`config.mk`:
```
export PLATFORM = sky130hd
export DESIGN_NAME = dvsd_8216m9_mac
export DESIGN_NICKNAME = d
export VERILOG_FILES = /design/src/rtl/dvsd_8216m9_mac.sv
export SDC_FILE = /design/constraint.sdc
export NUM_CORES = 1
export LEC_CHECK = 0
export CELL_PAD_IN_SITES_DETAIL_PLACEMENT = 0
export CELL_PAD_IN_SITES_GLOBAL_PLACEMENT = 2
export CORE_MARGIN = 5
export CORE_UTILIZATION = 39
export CTS_CLUSTER_SIZE = 16
export DETAILED_ROUTE_END_ITERATION = 8
export MAX_ROUTING_LAYER = met4
export PLACE_DENSITY_LB_ADDON = 0.1
export SYNTH_ARGS = -nofsm -noshare
export SYNTH_HDL_FRONTEND = slang
export SYNTH_SLANG_ARGS = --single-unit
export TNS_END_PERCENT = 5
```
`constraint.sdc`:
```
create_clock -name CLK -period 13.05 [get_ports CLK]
set_input_delay 3.2625 -clock CLK [delete_from_list [all_inputs] [get_ports CLK]]
set_output_delay 3.2625 -clock CLK [all_outputs]
set_load 0.03 [all_outputs]
```
`src/rtl/dvsd_8216m9_mac.sv`:
```
// Frame multiply-accumulate: sums A*B over a LAST-terminated frame and presents
// the sum, pair count and overflow flag through a valid/ready output.

module dvsd_8216m9 (
  input  logic [7:0]  A,
  input  logic [7:0]  B,
  output logic [15:0] M
);
  assign M = 16'(A) * 16'(B);
endmodule

module dvsd_8216m9_mac #(
  parameter int ACC_W = 24
) (
  input  logic             CLK,
  input  logic             RST,
  input  logic [7:0]       A,
  input  logic [7:0]       B,
  input  logic             LAST,
  input  logic             IN_VALID,
  output logic             IN_READY,
  output logic [ACC_W-1:0] RES,
  output logic [7:0]       CNT,
  output logic             OVF,
  output logic             OUT_VALID,
  input  logic             OUT_READY
);

  typedef enum logic {ST_ACC, ST_HOLD} state_e;

  state_e             state_q, state_d;
  logic               p_valid_q, p_valid_d;
  logic [15:0]        p_q, p_d;
  logic               p_last_q, p_last_d;
  logic [ACC_W-1:0]   acc_q, acc_d;
  logic [7:0]         cnt_acc_q, cnt_acc_d;
  logic               ovf_acc_q, ovf_acc_d;
  logic [ACC_W-1:0]   res_q, res_d;
  logic [7:0]         cnt_q, cnt_d;
  logic               ovf_q, ovf_d;
  logic               out_valid_q, out_valid_d;

  logic [15:0]        prod;
  logic               in_ready;
  logic               in_fire;
  logic [ACC_W:0]     sum_w;
  logic [7:0]         cnt_inc;
  logic               ovf_inc;

  dvsd_8216m9 u_mul (
    .A (A),
    .B (B),
    .M (prod)
  );

  // Once a LAST product is in flight no further pair may enter until the frame closes.
  assign in_ready = (state_q == ST_ACC) && !p_last_q && !RST;
  assign in_fire  = IN_VALID && in_ready;

  // Extra top bit captures the carry out of the accumulator.
  assign sum_w   = {1'b0, acc_q} + {{(ACC_W - 15){1'b0}}, p_q};
  assign cnt_inc = (cnt_acc_q == 8'hFF) ? 8'hFF : cnt_acc_q + 8'd1;
  assign ovf_inc = ovf_acc_q | sum_w[ACC_W];

  always_comb begin
    state_d     = state_q;
    acc_d       = acc_q;
    cnt_acc_d   = cnt_acc_q;
    ovf_acc_d   = ovf_acc_q;
    res_d       = res_q;
    cnt_d       = cnt_q;
    ovf_d       = ovf_q;
    out_valid_d = out_valid_q;

    p_valid_d = in_fire;
    p_d       = in_fire ? prod : p_q;
    p_last_d  = in_fire && LAST;

    case (state_q)
      ST_ACC: begin
        if (p_valid_q) begin
          if (p_last_q) begin
            res_d       = sum_w[ACC_W-1:0];
            cnt_d       = cnt_inc;
            ovf_d       = ovf_inc;
            out_valid_d = 1'b1;
            acc_d       = '0;
            cnt_acc_d   = '0;
            ovf_acc_d   = 1'b0;
            state_d     = ST_HOLD;
          end else begin
            acc_d     = sum_w[ACC_W-1:0];
            cnt_acc_d = cnt_inc;
            ovf_acc_d = ovf_inc;
          end
        end
      end
      ST_HOLD: begin
        if (out_valid_q && OUT_READY) begin
          out_valid_d = 1'b0;
          state_d     = ST_ACC;
        end
      end
      default: state_d = ST_ACC;
    endcase
  end

  always_ff @(posedge CLK) begin
    if (RST) begin
      state_q     <= ST_ACC;
      p_valid_q   <= 1'b0;
      p_q         <= '0;
      p_last_q    <= 1'b0;
      acc_q       <= '0;
      cnt_acc_q   <= '0;
      ovf_acc_q   <= 1'b0;
      res_q       <= '0;
      cnt_q       <= '0;
      ovf_q       <= 1'b0;
      out_valid_q <= 1'b0;
    end else begin
      state_q     <= state_d;
      p_valid_q   <= p_valid_d;
      p_q         <= p_d;
      p_last_q    <= p_last_d;
      acc_q       <= acc_d;
      cnt_acc_q   <= cnt_acc_d;
      ovf_acc_q   <= ovf_acc_d;
      res_q       <= res_d;
      cnt_q       <= cnt_d;
      ovf_q       <= ovf_d;
      out_valid_q <= out_valid_d;
    end
  end

  assign IN_READY  = in_ready;
  assign RES       = res_q;
  assign CNT       = cnt_q;
  assign OVF       = ovf_q;
  assign OUT_VALID = out_valid_q;

endmodule

```
==> results.cfg, run 1 <==
[outcome]
outcome = finished clean

[timing]
finalHoldViolations = 0
setup-violations-final = 0
slew_viol_final = 0
tns_ps = 0
rsz0062_at_grt = false
max_freq_mhz = 121.6
fin_crit_ps = 8222
fin_skew_ps = 8.611
max-slew-margin-rel_pct = 26.99
period_share_pct = 63.00
tightest_slew_ps = 1091

[cts]
cts-root-buf = clkbuf_16
worst_skew_pair.late_latency_ps = 340
cts_resized = 0
clock-sinks = 86
cts_made_buffers = 9
htreeDepth = 3
clkSlewWorstSetupHoldPaths_ps = 60
cts_setup_buffers = 0
cts_tree = done
cts_buffer_depth = 2
hold_buffers = 0

[yosys]
syn_area_per_cell_um2 = 8.742
synthAdderAreaFrac_pct = 22.84
synth_flop_cell = dfxtp_1
ys_ff_latch = 86
synth_nets = 814
seq_area_frac_synth_pct = 28.01
yosysWarnings = 0
synth_edf_count = 0
syn_area_mm2 = 0.006146
netlist_instances = 703
synthSimpleGateAreaFrac_pct = 19.75
synth_xor_area_share_pct = 4.133
synth_top_family_by_area = adder cells
synthMuxAreaShare_pct = 0.5700
synth_compound_area_share_pct = 19.32
async_flop_share_pct = 0
synth_cell_types = 60

[worst_hold_path]
min-delay-start = CNT[5]
hold_path_depth = 2
min_path_type = flip-flop to flip-flop
hold-path-endpoint = CNT[5]

[worst_setup_path]
endpoint_kind = output pin
cp_max_fo = 43
r2r_start = p_q[0]
r2r-end = RES[22]
worstPathArrival_ps = 4960
cp-startpoint = RST
path_class = primary input to output pin
critPathLaunchType = primary input
required_ps = 9790
ff2ff_path_depth = 8
r2r_slack_ps = 10470

[placed_design]
hpwl_mm = 10.98
port_buffers = 55
gp_congestion = 0.8893

[route]
first_pass_iters = 7
avgViaCountPerCell = 5.089
final_antenna_net_count = 0
totalWireLength_mm = 13.95
vias = 4921
wl_per_cell_um = 14.43
drtIter0Drc = 204
route.detailed.drc = 0

[finish]
final_nets = 862
final_common_cell = dfxtp_1
layout_common_cells = 86 x dfxtp_1, 79 x nand2_1, 60 x inv_1
n_antenna_cell = 0
fin_util_pct = 47.03
seq_area_mm2 = 0.001722
drive_gt1_share_pct = 5.159
multi_input_area_mm2 = 0.004098
areaGrowthSynthToFinish_pct = 17.18
fillers = 1519

[die]
ios = 56
die_w_um = 135.5
fp.dieH_um = 135.5
coreArea_mm2 = 0.01531
rows = 45
initial_core_util_pct = 40.13
dieArea_mm2 = 0.01837

[global_routing]
grt_max_degree = 44
grt_first_pass_wirelength_mm = 24.07
first_global_vias = 5056
grt_overflow = 0
track_usage_pct = 16.31
grt_antenna_before_repair = 0

[power]
peakVddDrop_v = 0.00005244
power.share.clock_pct = 31.0
p_leak_nw = 3.112
p_int_uw = 559.0
p_comb_share_pct = 35.1
seqPwrFrac_pct = 33.9
p_per_area_mw_per_mm2 = 117.0
power.switching_uw = 283.4
p_sw_share_pct = 33.65

[run]
maxCapViolCount = 0
power by group through the flow:
stage	Combinational (mW)	Sequential, mW	Clock (mW)
2_1_floorplan	0.236	0.289	0
3_3_place_gp	0.295	0.291	0
3_5_place_dp	0.298	0.291	0
4_1_cts	0.301	0.285	0.269
5_1_grt	0.347	0.287	0.278
6_report	0.296	0.285	0.261
critical path: stages:
cell and delay [ps]:
clkdlybuf4s50_1 400, buf_4 270, nor3_1 290, clkdlybuf4s50_1 730
cell families (layout without fill, tap and decap cells):
group	Yosys count	count (layout)
DFF	86	86
xor gates and xnor gates	29	29
and+or+nand+nor	239	239
muxes	3	3
buffers and inverters	84	137
AOI/OAI and AO/OA	172	172
adders and majority gates	90	90
stage by stage:
stage	worst slack, ps	hold slack [ps]	instance area, um^2	instances	power [mW]
6_report	4828	437.8	7202	967	0.8424
4_1_cts	4804	443.2	7202	967	0.8549
5_1_grt	4748	462.9	7202	967	0.9124
3_5_place_dp	4817	434.0	6900	951	0.5890
3_3_place_gp	4847	424.9	6900	951	0.5858
2_1_floorplan	5637	435.6	6146	703	0.5245
final cells by class:
type / instances / area share, %
Clock buffer: 12 / 3.423
Clock inverter: 4 / 0.7644
Inverter: 61 / 3.179
Multi-Input combinational cell: 533 / 56.90
Sequential cell: 86 / 23.91
Tap cell: 211 / 3.666
Timing Repair Buffer: 60 / 8.165
worst max path at each step:
stage,to,slack (ps),cells after the start
floorplan,IN_READY,5640,2
global placement,IN_READY,4850,4
detailed placement,IN_READY,4820,4
CTS,IN_READY,4800,4
global route,IN_READY,4750,4
finish,IN_READY,4830,4
cells in the mapped netlist (all sizes together) (2+ instances only):
library cell	n	area (um^2)
a211o	5	45.04
a211oi	6	62.56
a21o	8	60.06
a21oi	41	205.2
a22o	25	219.0
a22oi	10	75.07
a31oi	10	77.57
a32o	2	20.02
a41oi	2	17.52
and2	43	269.0
and3	11	70.07
and4	3	26.28
buf	4	30.03
clkbuf	19	71.32
dfxtp	86	1722
fa	37	740.7
ha	53	663.1
inv	60	225.2
mux2i	2	20.02
nand2	79	296.5
nand2b	2	12.51
nand3	11	60.06
nand3b	11	82.58
nand4	4	31.28
nor2	43	161.4
nor2b	7	43.79
nor3	14	75.07
o211ai	3	27.52
o21a	5	38.79
o21ai	40	211.5
o21bai	5	37.54
o22a	2	17.52
o22ai	2	12.51
or2	2	12.51
or3	7	43.79
xnor2	22	192.7
xor2	7	61.31
flip-flops by register name, indices dropped and copies added, names as in the netlist, 8 cells and up:
signal     flops
cnt_acc_q      8
RES           24
p_q           16
acc_q         24
CNT            8
layer usage:
| metal | wire, um | up-vias | GRT usage (%) | share of wire, % |
|---|---|---|---|---|
| met5 | 0 | - | - | 0 |
| met4 | 242 | 0 | 4.983 | 1.7 |
| met3 | 404 | 22 | 2.192 | 2.9 |
| li1 | - | 2522 | - | - |
| met1 | 6620 | 2297 | 19.97 | 47 |
| met2 | 6683 | 80 | 28.01 | 48 |
(Power assumes the default switching activity.)
==> run 2: changes to the inputs <==
--- a/config.mk
+++ b/config.mk
@@ -8,7 +8,7 @@
 export CELL_PAD_IN_SITES_DETAIL_PLACEMENT = 0
 export CELL_PAD_IN_SITES_GLOBAL_PLACEMENT = 2
 export CORE_MARGIN = 5
-export CORE_UTILIZATION = 39
+export CORE_UTILIZATION = 33
 export CTS_CLUSTER_SIZE = 16
 export DETAILED_ROUTE_END_ITERATION = 8
 export MAX_ROUTING_LAYER = met4
==> constraint.sdc (replaced) <==
create_clock -name CLK -period 6.81 [get_ports CLK]
set_input_delay 1.7025 -clock CLK [delete_from_list [all_inputs] [get_ports CLK]]
set_output_delay 1.7025 -clock CLK [all_outputs]
set_load 0.03 [all_outputs]
==> run 2 against run 1 <==
Register-to-register slack worse by 6200 ps. First-iteration DRC count down 29%. Critical path depth up 13. Die area up 17%. Via count up 0.51%. Core utilization down 8.1 points. Routed wire length up 6.3%. Clock power up 75%. Clock skew up 0.88 ps. Sequential power up 92%. Final cell count up 2.5%. Total power up 87%.
==> results.cfg, run 2 (synthesized netlist as in run 1, its figures left out) <==
[global_routing]
track_usage_pct = 14.55
first_global_vias = 4937
grt_first_pass_wirelength_mm = 25.04
grt_overflow = 0
grt_antenna_before_repair = 0
grt_max_degree = 43

[worst_setup_path]
r2r_start = p_q[0]
required_ps = 7030
cp_max_fo = 8
worstPathArrival_ps = 6180
path_class = primary input to flip-flop
cp-startpoint = B[4]
endpoint_kind = flip-flop
critPathLaunchType = primary input

[power]
p_int_mw = 1.033
power.switching_uw = 544.1
p_leak_nw = 3.098
peakVddDrop_v = 0.00008597
seqPwrFrac_pct = 34.7
power_mw = 1.577
power.share.clock_pct = 29.1
p_comb_share_pct = 36.3
p_per_area_mw_per_mm2 = 218.9
p_sw_share_pct = 34.49

[route]
wl_per_cell_um = 14.97
route.detailed.drc = 0
totalWireLength_mm = 14.83
drtIter0Drc = 144
final_antenna_net_count = 0
first_pass_iters = 4
avgViaCountPerCell = 4.991
vias = 4946

[outcome]
outcome = finished clean

[finish]
final_nets = 863
layout_common_cells = 86 x dfxtp_1, 79 x nand2_1, 60 x inv_1
n_antenna_cell = 0
areaGrowthSynthToFinish_pct = 17.26
drive_gt1_share_pct = 5.152
final_common_cell = dfxtp_1

[timing]
rsz0062_at_grt = false
max-slew-margin-rel_pct = 26.90
setup-violations-final = 0
tightest_slew_ps = 1093
period_share_pct = 87.58
fin_skew_ps = 9.492
max_freq_mhz = 167.7
tns_ps = 0
fin_crit_ps = 5964
finalHoldViolations = 0
slew_viol_final = 0

[worst_hold_path]
min_path_type = flip-flop to flip-flop
min-delay-start = CNT[4]

[cts]
cts-root-buf = clkbuf_16
cts_tree = done
hold_buffers = 0
cts_made_buffers = 9
cts_buffer_depth = 2
htreeDepth = 3
cts_resized = 0
clock-sinks = 86
worst_skew_pair.late_latency_ps = 340
cts_setup_buffers = 0
clkSlewWorstSetupHoldPaths_ps = 60

[die]
initial_core_util_pct = 33.19
die_w_um = 146.5
rows = 50
fp.dieH_um = 146.5
dieArea_mm2 = 0.02145
coreArea_mm2 = 0.01852
ios = 56

[placed_design]
hpwl_mm = 11.49
port_buffers = 55
gp_congestion = 0.9159

[run]
maxCapViolCount = 0
run 2: cell types whose count changed in the layout (fill, tap and decap cells not counted):
cell / delta
clkbuf_1: +1
bufinv_16: -1
clkinvlp_4: +1
buf_4: +1
clkinv_2: +1
clkinv_4: -1
inv_6: -1
run 2: final timing paths:
path | to | slack [ps] | depth (start not counted)
max | p_q[15] | 850 | 17
min reg2reg | CNT[4] | 430 | 2
min | CNT[4] | 430 | 2
max reg2reg | RES[20] | 4230 | 8
run 2: power by group through the flow:
stage	sequential (mW)	combinational (mW)	clock [mW]
after global placement	0.558	0.576	0
after CTS	0.547	0.585	0.475
after floorplan	0.553	0.452	0
after detailed placement	0.558	0.578	0
final	0.547	0.572	0.458
after global routing	0.549	0.662	0.492
run 2: worst max-delay path, stage by stage:
cell             delay [ps]
clkdlybuf4s50_1         540
and2_1                  240
fa_1                    540
inv_1                    50
fa_1                    470
inv_1                    50
fa_1                    520
inv_1                    50
fa_1                    520
inv_1                    40
ha_1                    340
o21a_1                  130
o31a_1                  130
o21ai_0                 380
o221ai_1                220
xnor2_1                 170
o21ai_0                  80
run 2: through the flow:
step	cell area (um^2)	setup WS, ps	util, %	std cells	hold WS, ps
after global placement	6937	483.6	37.46	975	427.8
final	7207	845.7	38.92	991	434.3
after detailed placement	6937	391.9	37.46	975	429.8
after global routing	7207	533.1	38.92	991	459.8
after CTS	7207	766.9	38.92	991	439.0
after floorplan	6146	1415	-	703	435.6
run 2: final cells by class:
type	count	area, um^2
inverters	61	229.0
well taps	234	292.8
flip-flops and latches	86	1722
clock buffers	13	250.2
repair buffers	61	595.6
fillers	1855	11310
clock inverters	3	20.02
multi-input cells	533	4098
run 2: per-layer routing:
layer,GRT usage [%],up-vias,share of wire (%)
li1,-,2531,-
met1,18.41,2319,48
met2,24.22,84,47
met3,1.769,12,2.9
met4,4.798,0,1.5
met5,-,-,0
